File: src/rtl/overcooked_link_pkg.sv
// Shared definitions for the board-to-board player link: packet layout,
// serial FSM states and packet/byte helpers used by transmitter and receiver.
package overcooked_link_pkg;

    localparam logic [3:0] LINK_SYNC        = 4'hA;
    localparam int         PLAYER_PKT_BITS  = 32;
    localparam int         PLAYER_PKT_BYTES = PLAYER_PKT_BITS / 8;

    // Field order matches the wire order, MSB first.
    typedef struct packed {
        logic [3:0] sync;
        logic [1:0] player_id;
        logic [1:0] direction;
        logic [8:0] loc_x;
        logic [8:0] loc_y;
        logic [3:0] state;
        logic [1:0] pad;
    } player_pkt_t;

    typedef enum logic [1:0] {
        LINK_IDLE,
        LINK_START,
        LINK_DATA,
        LINK_STOP
    } link_tx_state_t;

    function automatic player_pkt_t make_pkt(
        input logic [1:0] id,
        input logic [1:0] dir,
        input logic [8:0] x,
        input logic [8:0] y,
        input logic [3:0] st
    );
        player_pkt_t p;
        p.sync      = LINK_SYNC;
        p.player_id = id;
        p.direction = dir;
        p.loc_x     = x;
        p.loc_y     = y;
        p.state     = st;
        p.pad       = 2'b00;
        return p;
    endfunction

    // Byte 'idx' in transmission order: index 0 is bits 31:24.
    function automatic logic [7:0] pkt_byte(input player_pkt_t pkt, input logic [2:0] idx);
        logic [PLAYER_PKT_BITS-1:0] w;
        logic [7:0]                 b;
        w = pkt;
        case (idx)
            3'd0:    b = w[31:24];
            3'd1:    b = w[23:16];
            3'd2:    b = w[15:8];
            3'd3:    b = w[7:0];
            default: b = 8'h00;
        endcase
        return b;
    endfunction

endpackage

File: src/rtl/player_link_tx_if.sv
// Player-state and link-status signals between game_logic and the link
// transmitter; master is the game side, slave is player_link_tx.
interface player_link_tx_if;

    logic       vsync;
    logic       send_en;
    logic [1:0] player_id;
    logic [1:0] direction;
    logic [8:0] loc_x;
    logic [8:0] loc_y;
    logic [3:0] state;
    logic       tx;
    logic       busy;
    logic       dropped;
    logic [7:0] frames_sent;

    modport master (
        output vsync, send_en, player_id, direction, loc_x, loc_y, state,
        input  tx, busy, dropped, frames_sent
    );

    modport slave (
        input  vsync, send_en, player_id, direction, loc_x, loc_y, state,
        output tx, busy, dropped, frames_sent
    );

endinterface

File: src/rtl/link_uart_byte_tx.sv
// 8N1 byte serializer with valid/ready input; accepts the next byte in the
// last cycle of a stop bit so consecutive bytes go out without an idle gap.
module link_uart_byte_tx
    import overcooked_link_pkg::*;
#(
    parameter int CLKS_PER_BIT = 217
) (
    input  logic       clock,
    input  logic       reset,
    input  logic       i_valid,
    input  logic [7:0] i_data,
    output logic       o_ready,
    output logic       o_tx,
    output logic       o_done
);

    localparam int                BAUD_W    = (CLKS_PER_BIT > 1) ? $clog2(CLKS_PER_BIT) : 1;
    localparam logic [BAUD_W-1:0] BAUD_LAST = BAUD_W'(CLKS_PER_BIT - 1);

    link_tx_state_t    r_state;
    link_tx_state_t    w_state_next;
    logic [BAUD_W-1:0] r_baud;
    logic [2:0]        r_bit;
    logic [2:0]        w_bit_next;
    logic [7:0]        r_data;
    logic              r_tx;
    logic              w_tx_next;
    logic              w_baud_last;
    logic              w_load;

    assign w_baud_last = (r_baud == BAUD_LAST);
    assign o_done      = (r_state == LINK_STOP) && w_baud_last;
    assign o_ready     = (r_state == LINK_IDLE) || o_done;
    assign w_load      = i_valid && o_ready;
    assign o_tx        = r_tx;

    always_comb begin
        w_state_next = r_state;
        w_bit_next   = r_bit;
        case (r_state)
            LINK_IDLE: begin
                if (i_valid) w_state_next = LINK_START;
            end
            LINK_START: begin
                if (w_baud_last) begin
                    w_state_next = LINK_DATA;
                    w_bit_next   = 3'd0;
                end
            end
            LINK_DATA: begin
                if (w_baud_last) begin
                    if (r_bit == 3'd7) w_state_next = LINK_STOP;
                    else               w_bit_next   = r_bit + 3'd1;
                end
            end
            LINK_STOP: begin
                if (w_baud_last) w_state_next = i_valid ? LINK_START : LINK_IDLE;
            end
            default: w_state_next = LINK_IDLE;
        endcase
    end

    // Line level is decided from the next state so tx is a clean flop output.
    always_comb begin
        case (w_state_next)
            LINK_START: w_tx_next = 1'b0;
            LINK_DATA:  w_tx_next = r_data[w_bit_next];
            default:    w_tx_next = 1'b1;
        endcase
    end

    always_ff @(posedge clock or posedge reset) begin
        if (reset) begin
            r_state <= LINK_IDLE;
            r_baud  <= '0;
            r_bit   <= 3'd0;
            r_tx    <= 1'b1;
        end else begin
            r_state <= w_state_next;
            r_bit   <= w_bit_next;
            r_tx    <= w_tx_next;
            r_baud  <= (r_state == LINK_IDLE || w_baud_last) ? '0 : r_baud + 1'b1;
        end
    end

    // NOTE: the byte buffer carries no reset; it is only read after a load.
    always_ff @(posedge clock) begin
        if (w_load) r_data <= i_data;
    end

endmodule

File: src/rtl/player_link_tx.sv
// Per-frame player-state packet transmitter: snapshots the payload on a vsync
// edge and sends it as 8N1 bytes. Define PLAYER_LINK_CHECKSUM_EN to append an XOR byte.
module player_link_tx #(
    parameter int CLKS_PER_BIT = 217
) (
    input  logic             clock,
    input  logic             reset,
    player_link_tx_if.slave  link
);

    import overcooked_link_pkg::*;

`ifdef PLAYER_LINK_CHECKSUM_EN
    localparam int NBYTES = PLAYER_PKT_BYTES + 1;
`else
    localparam int NBYTES = PLAYER_PKT_BYTES;
`endif
    localparam int               IDX_W    = $clog2(NBYTES);
    localparam logic [IDX_W-1:0] LAST_IDX = IDX_W'(NBYTES - 1);

    logic             r_vsync_q;
    logic             r_busy;
    logic             r_dropped;
    logic [7:0]       r_frames_sent;
    logic [IDX_W-1:0] r_byte_idx;
    player_pkt_t      r_pkt;

    player_pkt_t      w_live_pkt;
    logic             w_req;
    logic             w_accept;
    logic             w_drop;
    logic             w_last_byte;
    logic             w_more;
    logic             w_byte_valid;
    logic             w_byte_ready;
    logic             w_byte_done;
    logic             w_tx;
    logic [7:0]       w_byte_data;
    logic [7:0]       w_next_byte;
    logic [IDX_W-1:0] w_next_idx;

    assign w_live_pkt = make_pkt(link.player_id, link.direction, link.loc_x,
                                 link.loc_y, link.state);

    assign w_req       = link.vsync & ~r_vsync_q;
    assign w_accept    = w_req & link.send_en & ~r_busy & w_byte_ready;
    assign w_drop      = w_req & link.send_en & r_busy;
    assign w_last_byte = (r_byte_idx == LAST_IDX);
    assign w_more      = r_busy & w_byte_done & ~w_last_byte;
    assign w_next_idx  = r_byte_idx + 1'b1;

`ifdef PLAYER_LINK_CHECKSUM_EN
    logic [7:0] w_checksum;
    assign w_checksum  = pkt_byte(r_pkt, 3'd0) ^ pkt_byte(r_pkt, 3'd1) ^
                         pkt_byte(r_pkt, 3'd2) ^ pkt_byte(r_pkt, 3'd3);
    assign w_next_byte = (w_next_idx == IDX_W'(PLAYER_PKT_BYTES)) ? w_checksum
                                                                   : pkt_byte(r_pkt, 3'(w_next_idx));
`else
    assign w_next_byte = pkt_byte(r_pkt, 3'(w_next_idx));
`endif

    // The first byte comes straight from the live inputs so the start bit
    // leaves on the edge that takes the snapshot.
    assign w_byte_valid = w_accept | w_more;
    assign w_byte_data  = w_accept ? pkt_byte(w_live_pkt, 3'd0) : w_next_byte;

    link_uart_byte_tx #(
        .CLKS_PER_BIT (CLKS_PER_BIT)
    ) u_byte_tx (
        .clock   (clock),
        .reset   (reset),
        .i_valid (w_byte_valid),
        .i_data  (w_byte_data),
        .o_ready (w_byte_ready),
        .o_tx    (w_tx),
        .o_done  (w_byte_done)
    );

    always_ff @(posedge clock or posedge reset) begin
        if (reset) begin
            r_vsync_q     <= 1'b0;
            r_busy        <= 1'b0;
            r_dropped     <= 1'b0;
            r_frames_sent <= 8'd0;
            r_byte_idx    <= '0;
        end else begin
            r_vsync_q <= link.vsync;
            r_dropped <= w_drop;
            if (w_accept) begin
                r_busy     <= 1'b1;
                r_byte_idx <= '0;
            end else if (r_busy && w_byte_done) begin
                if (w_last_byte) begin
                    r_busy        <= 1'b0;
                    r_byte_idx    <= '0;
                    r_frames_sent <= r_frames_sent + 8'd1;
                end else begin
                    r_byte_idx <= w_next_idx;
                end
            end
        end
    end

    always_ff @(posedge clock) begin
        if (w_accept) r_pkt <= w_live_pkt;
    end

    assign link.tx          = w_tx;
    assign link.busy        = r_busy;
    assign link.dropped     = r_dropped;
    assign link.frames_sent = r_frames_sent;

endmodule

File: src/flat_wrapper.sv
// flat-port wrapper written by rule: the top's interface ports become plain ports
module player_link_tx_flat import overcooked_link_pkg::*;
#(
    parameter int CLKS_PER_BIT = 217
)
  (clock, reset, link_vsync, link_send_en, link_player_id, link_direction, link_loc_x, link_loc_y, link_state, link_tx, link_busy, link_dropped, link_frames_sent);
  player_link_tx_if link_i ();
  input  logic clock;
  input  logic reset;
  input wire logic [$bits(link_i.vsync)-1:0] link_vsync;
  input wire logic [$bits(link_i.send_en)-1:0] link_send_en;
  input wire logic [$bits(link_i.player_id)-1:0] link_player_id;
  input wire logic [$bits(link_i.direction)-1:0] link_direction;
  input wire logic [$bits(link_i.loc_x)-1:0] link_loc_x;
  input wire logic [$bits(link_i.loc_y)-1:0] link_loc_y;
  input wire logic [$bits(link_i.state)-1:0] link_state;
  output wire logic [$bits(link_i.tx)-1:0] link_tx;
  output wire logic [$bits(link_i.busy)-1:0] link_busy;
  output wire logic [$bits(link_i.dropped)-1:0] link_dropped;
  output wire logic [$bits(link_i.frames_sent)-1:0] link_frames_sent;
  assign link_i.vsync = link_vsync;
  assign link_i.send_en = link_send_en;
  assign link_i.player_id = link_player_id;
  assign link_i.direction = link_direction;
  assign link_i.loc_x = link_loc_x;
  assign link_i.loc_y = link_loc_y;
  assign link_i.state = link_state;
  assign link_tx = link_i.tx;
  assign link_busy = link_i.busy;
  assign link_dropped = link_i.dropped;
  assign link_frames_sent = link_i.frames_sent;
  player_link_tx #(.CLKS_PER_BIT(CLKS_PER_BIT)) u_core (.clock(clock), .reset(reset), .link(link_i));
endmodule
File: config.mk
export PLATFORM = sky130hd
export DESIGN_NAME = player_link_tx_flat
export DESIGN_NICKNAME = d
export VERILOG_FILES = /design/src/rtl/overcooked_link_pkg.sv /design/src/rtl/player_link_tx_if.sv /design/src/rtl/link_uart_byte_tx.sv /design/src/rtl/player_link_tx.sv /design/src/flat_wrapper.sv
export SDC_FILE = /design/constraint.sdc
export NUM_CORES = 1
export LEC_CHECK = 0
export CORE_AREA = 2 2 76 78
export CTS_CLUSTER_SIZE = 10
export DETAILED_ROUTE_END_ITERATION = 12
export DIE_AREA = 0 0 78 80
export PLACE_DENSITY_LB_ADDON = 0.3
export SLEW_MARGIN = 15
export SYNTH_ARGS = -nofsm -noshare
export SYNTH_HDL_FRONTEND = slang
export SYNTH_SLANG_ARGS = --single-unit
File: constraint.sdc
create_clock -name clock -period 3.38 [get_ports clock]
set_clock_uncertainty 0.05 [all_clocks]
set_input_delay 0.676 -clock clock [delete_from_list [all_inputs] [get_ports clock]]
set_output_delay 0.676 -clock clock [all_outputs]
set_load 0.03 [all_outputs]
==> results.ini <==
[clocking]
numCtsBuffers=9
cts_tree=built
cts.htree.levels=3
clock_latency_ns=0.34
cts.sinks=61
cts_root_buf=clkbuf_8
ctsResizeCount=0
cts_setup_buffers=0
postCtsHoldBufs=0
clockBufferDepth=2
cts.reportedPaths.clkPinSlew_ns=0.07

[power_and_ir_drop]
p_leak_nw=1.46
p_clk_share_pct=46.7
power_frac_seq_pct=50.5
intPower_mw=1.23
p_per_area_nw_per_um2=434
p_sw_share_pct=20.7
pwr-share-comb_pct=2.8
switching_power_mw=0.322
peakVddDrop_uv=437

[sta]
finalMaxSlewViolations=0
setup_viol=0
rsz0062_at_grt=no
period_share_pct=71.3
setup_tns_ns=0
maxSlewHeadroom_pct=71.9
finalCriticalPeriod_ns=2.41
final_hold_viol_count=0
worstMarginPinSlew_ns=0.418
timing.fmax_mhz=415

[yosys]
synthTopCellsByArea=edfxtp_1, dfrtp_1, ha_1
synth_cell_types=52
syn_inst=239
synth.top_cell.area_share_pct=35.6
ys_seq_area_share_pct=59.2
syn_area_sq_um=2870
synth_edf_count=34
yosysWarnings=0
synth_ff_type=edfxtp_1
syn_nets=281
avgSynthCellArea_sq_um=12.0
async_flop_share_pct=44.3
yosysTopAreaCell=edfxtp_1
ys_ff_latch=61

[final_layout]
antenna_cells=0
final_cell_mix=clkdlybuf4s50_1, edfxtp_1, dfrtp_1
multi_input_area_sq_um=1070
drive_above_1_share_pct=11.0
n_fill_cell=424
final-seq-area_sq_um=1700
fin_area_sq_um=3580
final_common_cell=clkdlybuf4s50_1
area.growth.synth_to_final_pct=24.8
fin_nets=329

[routing]
route.detailed.wl_per_inst_um=15.0
antenna_left=0
first_iter_violations=135
dr.pass1.iters=6
num_vias=1986
viasPerCell=5.46
wl_um=5460
remaining_drc_errors=0

[setup_path]
slowest_stage=dfrtp_1
slowest_delay_ns=0.44
arrival_ns=2.62
cp.required_ns=3.59
crit_buf_inv=1
critPathLaunchType=register
path_class=reg2reg
critPathTopFamily=compound AO/OA/AOI/OAI gates
crit_chain=inv_1 -> ha_1 -> a21boi_0 -> a31oi_1 -> or3b_1 -> a221oi_2 -> nor4_1 -> o31ai_2
end_kind=register
worst-path-max-fanout=6

[worst_hold_path]
hold_class=reg2reg

[global_route]
grt_pass1_wl_um=9250
grt.total_usage_pct=19.3
antenna_found_initial=0
grt_max_degree=28
grt_pass1_vias=2032
grt-ovfl-total=0

[flow_run]
cap_violations=0

[floorplan]
coreArea_sq_um=5410
fp.dieH_um=80
dieArea_sq_um=6240
io_pins=41
die_x_um=78
row_count=27
start_util_pct=53.1

[place]
portBuffers=40
post_dp_cell_area_sq_um=3360
post-dp-hpwl_um=3890
place.gp.congestion=0.842

[status]
status=completed

-- logic make-up (layout without fill, tap and decap cells) --
logic type / Yosys count / in the layout / share of synthesized area, %
xor gates and xnor gates: 14 / 14 / 4.27
AOI/OAI and AO/OA: 49 / 49 / 13.3
and+or+nand+nor: 76 / 76 / 13.8
buffers and inverters: 25 / 78 / 3.53
DFF: 61 / 61 / 59.2
muxes: 2 / 2 / 0.741
adders and majority gates: 12 / 12 / 5.23
-- cell usage after synthesis, types with 2 or more instances --
cell type / number
nor2_1: 18
o211ai_1: 2
xnor2_1: 6
nor4_1: 3
or2_2: 2
clkbuf_1: 3
inv_1: 18
a21boi_0: 2
a31oi_1: 4
a221o_1: 2
nand3_1: 8
ha_1: 12
a21oi_1: 3
nand2_1: 19
and4b_1: 2
xor2_1: 8
nand4_1: 4
a32oi_1: 2
or3_1: 2
and3_1: 4
a21o_1: 2
edfxtp_1: 34
buf_1: 2
dfrtp_1: 26
nor3_1: 5
a211oi_1: 2
o21ai_0: 11
o21a_1: 2
a222oi_1: 6
o31ai_1: 2
buf_4: 2
-- metrics by stage --
stage                     total power, mW  utilization, %  hold slack, ns  instances  worst slack [ns]
after CTS                            1.57            66.2           0.443        364             0.973
final                                1.55            66.2           0.432        364             0.969
after floorplan                     0.807               -           0.437        239             0.627
after global placement              0.844            62.1           0.406        348             0.813
after detailed placement            0.845            62.1           0.429        348             0.785
after global routing                 1.61            66.2           0.464        364             0.705
-- power by group through the flow --
stage / Sequential (mW) / Clock (mW) / Combinational [mW]
final: 0.785 / 0.726 / 0.0436
after floorplan: 0.801 / 0 / 0.00585
after global routing: 0.785 / 0.776 / 0.0470
after global placement: 0.801 / 0 / 0.0430
after CTS: 0.785 / 0.737 / 0.0440
after detailed placement: 0.801 / 0 / 0.0440
-- state kept, by name (all words and copies together), names as in the netlist --
| register | count |
|---|---|
| u_core.r_pkt | 26 |
| u_core.link.frames_sent | 8 |
| u_core.u_byte_tx.r_baud | 8 |
| u_core.u_byte_tx.r_data | 8 |
| u_core.u_byte_tx.r_bit | 3 |
| u_core.r_byte_idx | 2 |
| u_core.u_byte_tx.r_state | 2 |
| u_core.link.busy | 1 |
| u_core.link.dropped | 1 |
| u_core.r_vsync_q | 1 |
| u_core.u_byte_tx.o_tx | 1 |
-- routing by layer --
metal | share of wire [%] | global-route usage, % | vias up
met1 | 44 | 23.9 | 950
met2 | 50 | 31.2 | 46
li1 | - | - | 981
met3 | 4.7 | 6.11 | 9
met5 | 0 | 0 | -
met4 | 1.4 | 8.25 | 0
-- path summary, 6_finish.rpt --
| kind | depth (start not counted) | from | slack [ns] | to |
|---|---|---|---|---|
| hold / removal | 1 | u_core.link.frames_sent[7]$_DFFE_PP0P_ | 0.43 | u_core.link.frames_sent[7]$_DFFE_PP0P_ |
| setup reg to reg | 8 | u_core.u_byte_tx.r_state[0]$_DFF_PP0_ | 0.97 | u_core.u_byte_tx.o_tx$_DFF_PP1_ |
| hold reg to reg | 1 | u_core.link.frames_sent[7]$_DFFE_PP0P_ | 0.43 | u_core.link.frames_sent[7]$_DFFE_PP0P_ |
| min in group asynchronous | 3 | reset | 0.64 | u_core.u_byte_tx.r_baud[0]$_DFF_PP0_ |
| max in group asynchronous | 3 | reset | 2.33 | u_core.u_byte_tx.o_tx$_DFF_PP1_ |
| setup / recovery | 8 | u_core.u_byte_tx.r_state[0]$_DFF_PP0_ | 0.97 | u_core.u_byte_tx.o_tx$_DFF_PP1_ |
-- final cells by class --
cell class                      count  area share, %
Clock buffer                        9           3.46
Clock inverter                      7           2.80
Inverter                           18           1.89
Multi-Input combinational cell    153           29.9
Sequential cell                    61           47.4
Tap cell                           72           2.52
Timing Repair Buffer               44           12.0
(Power assumes the default switching activity.)
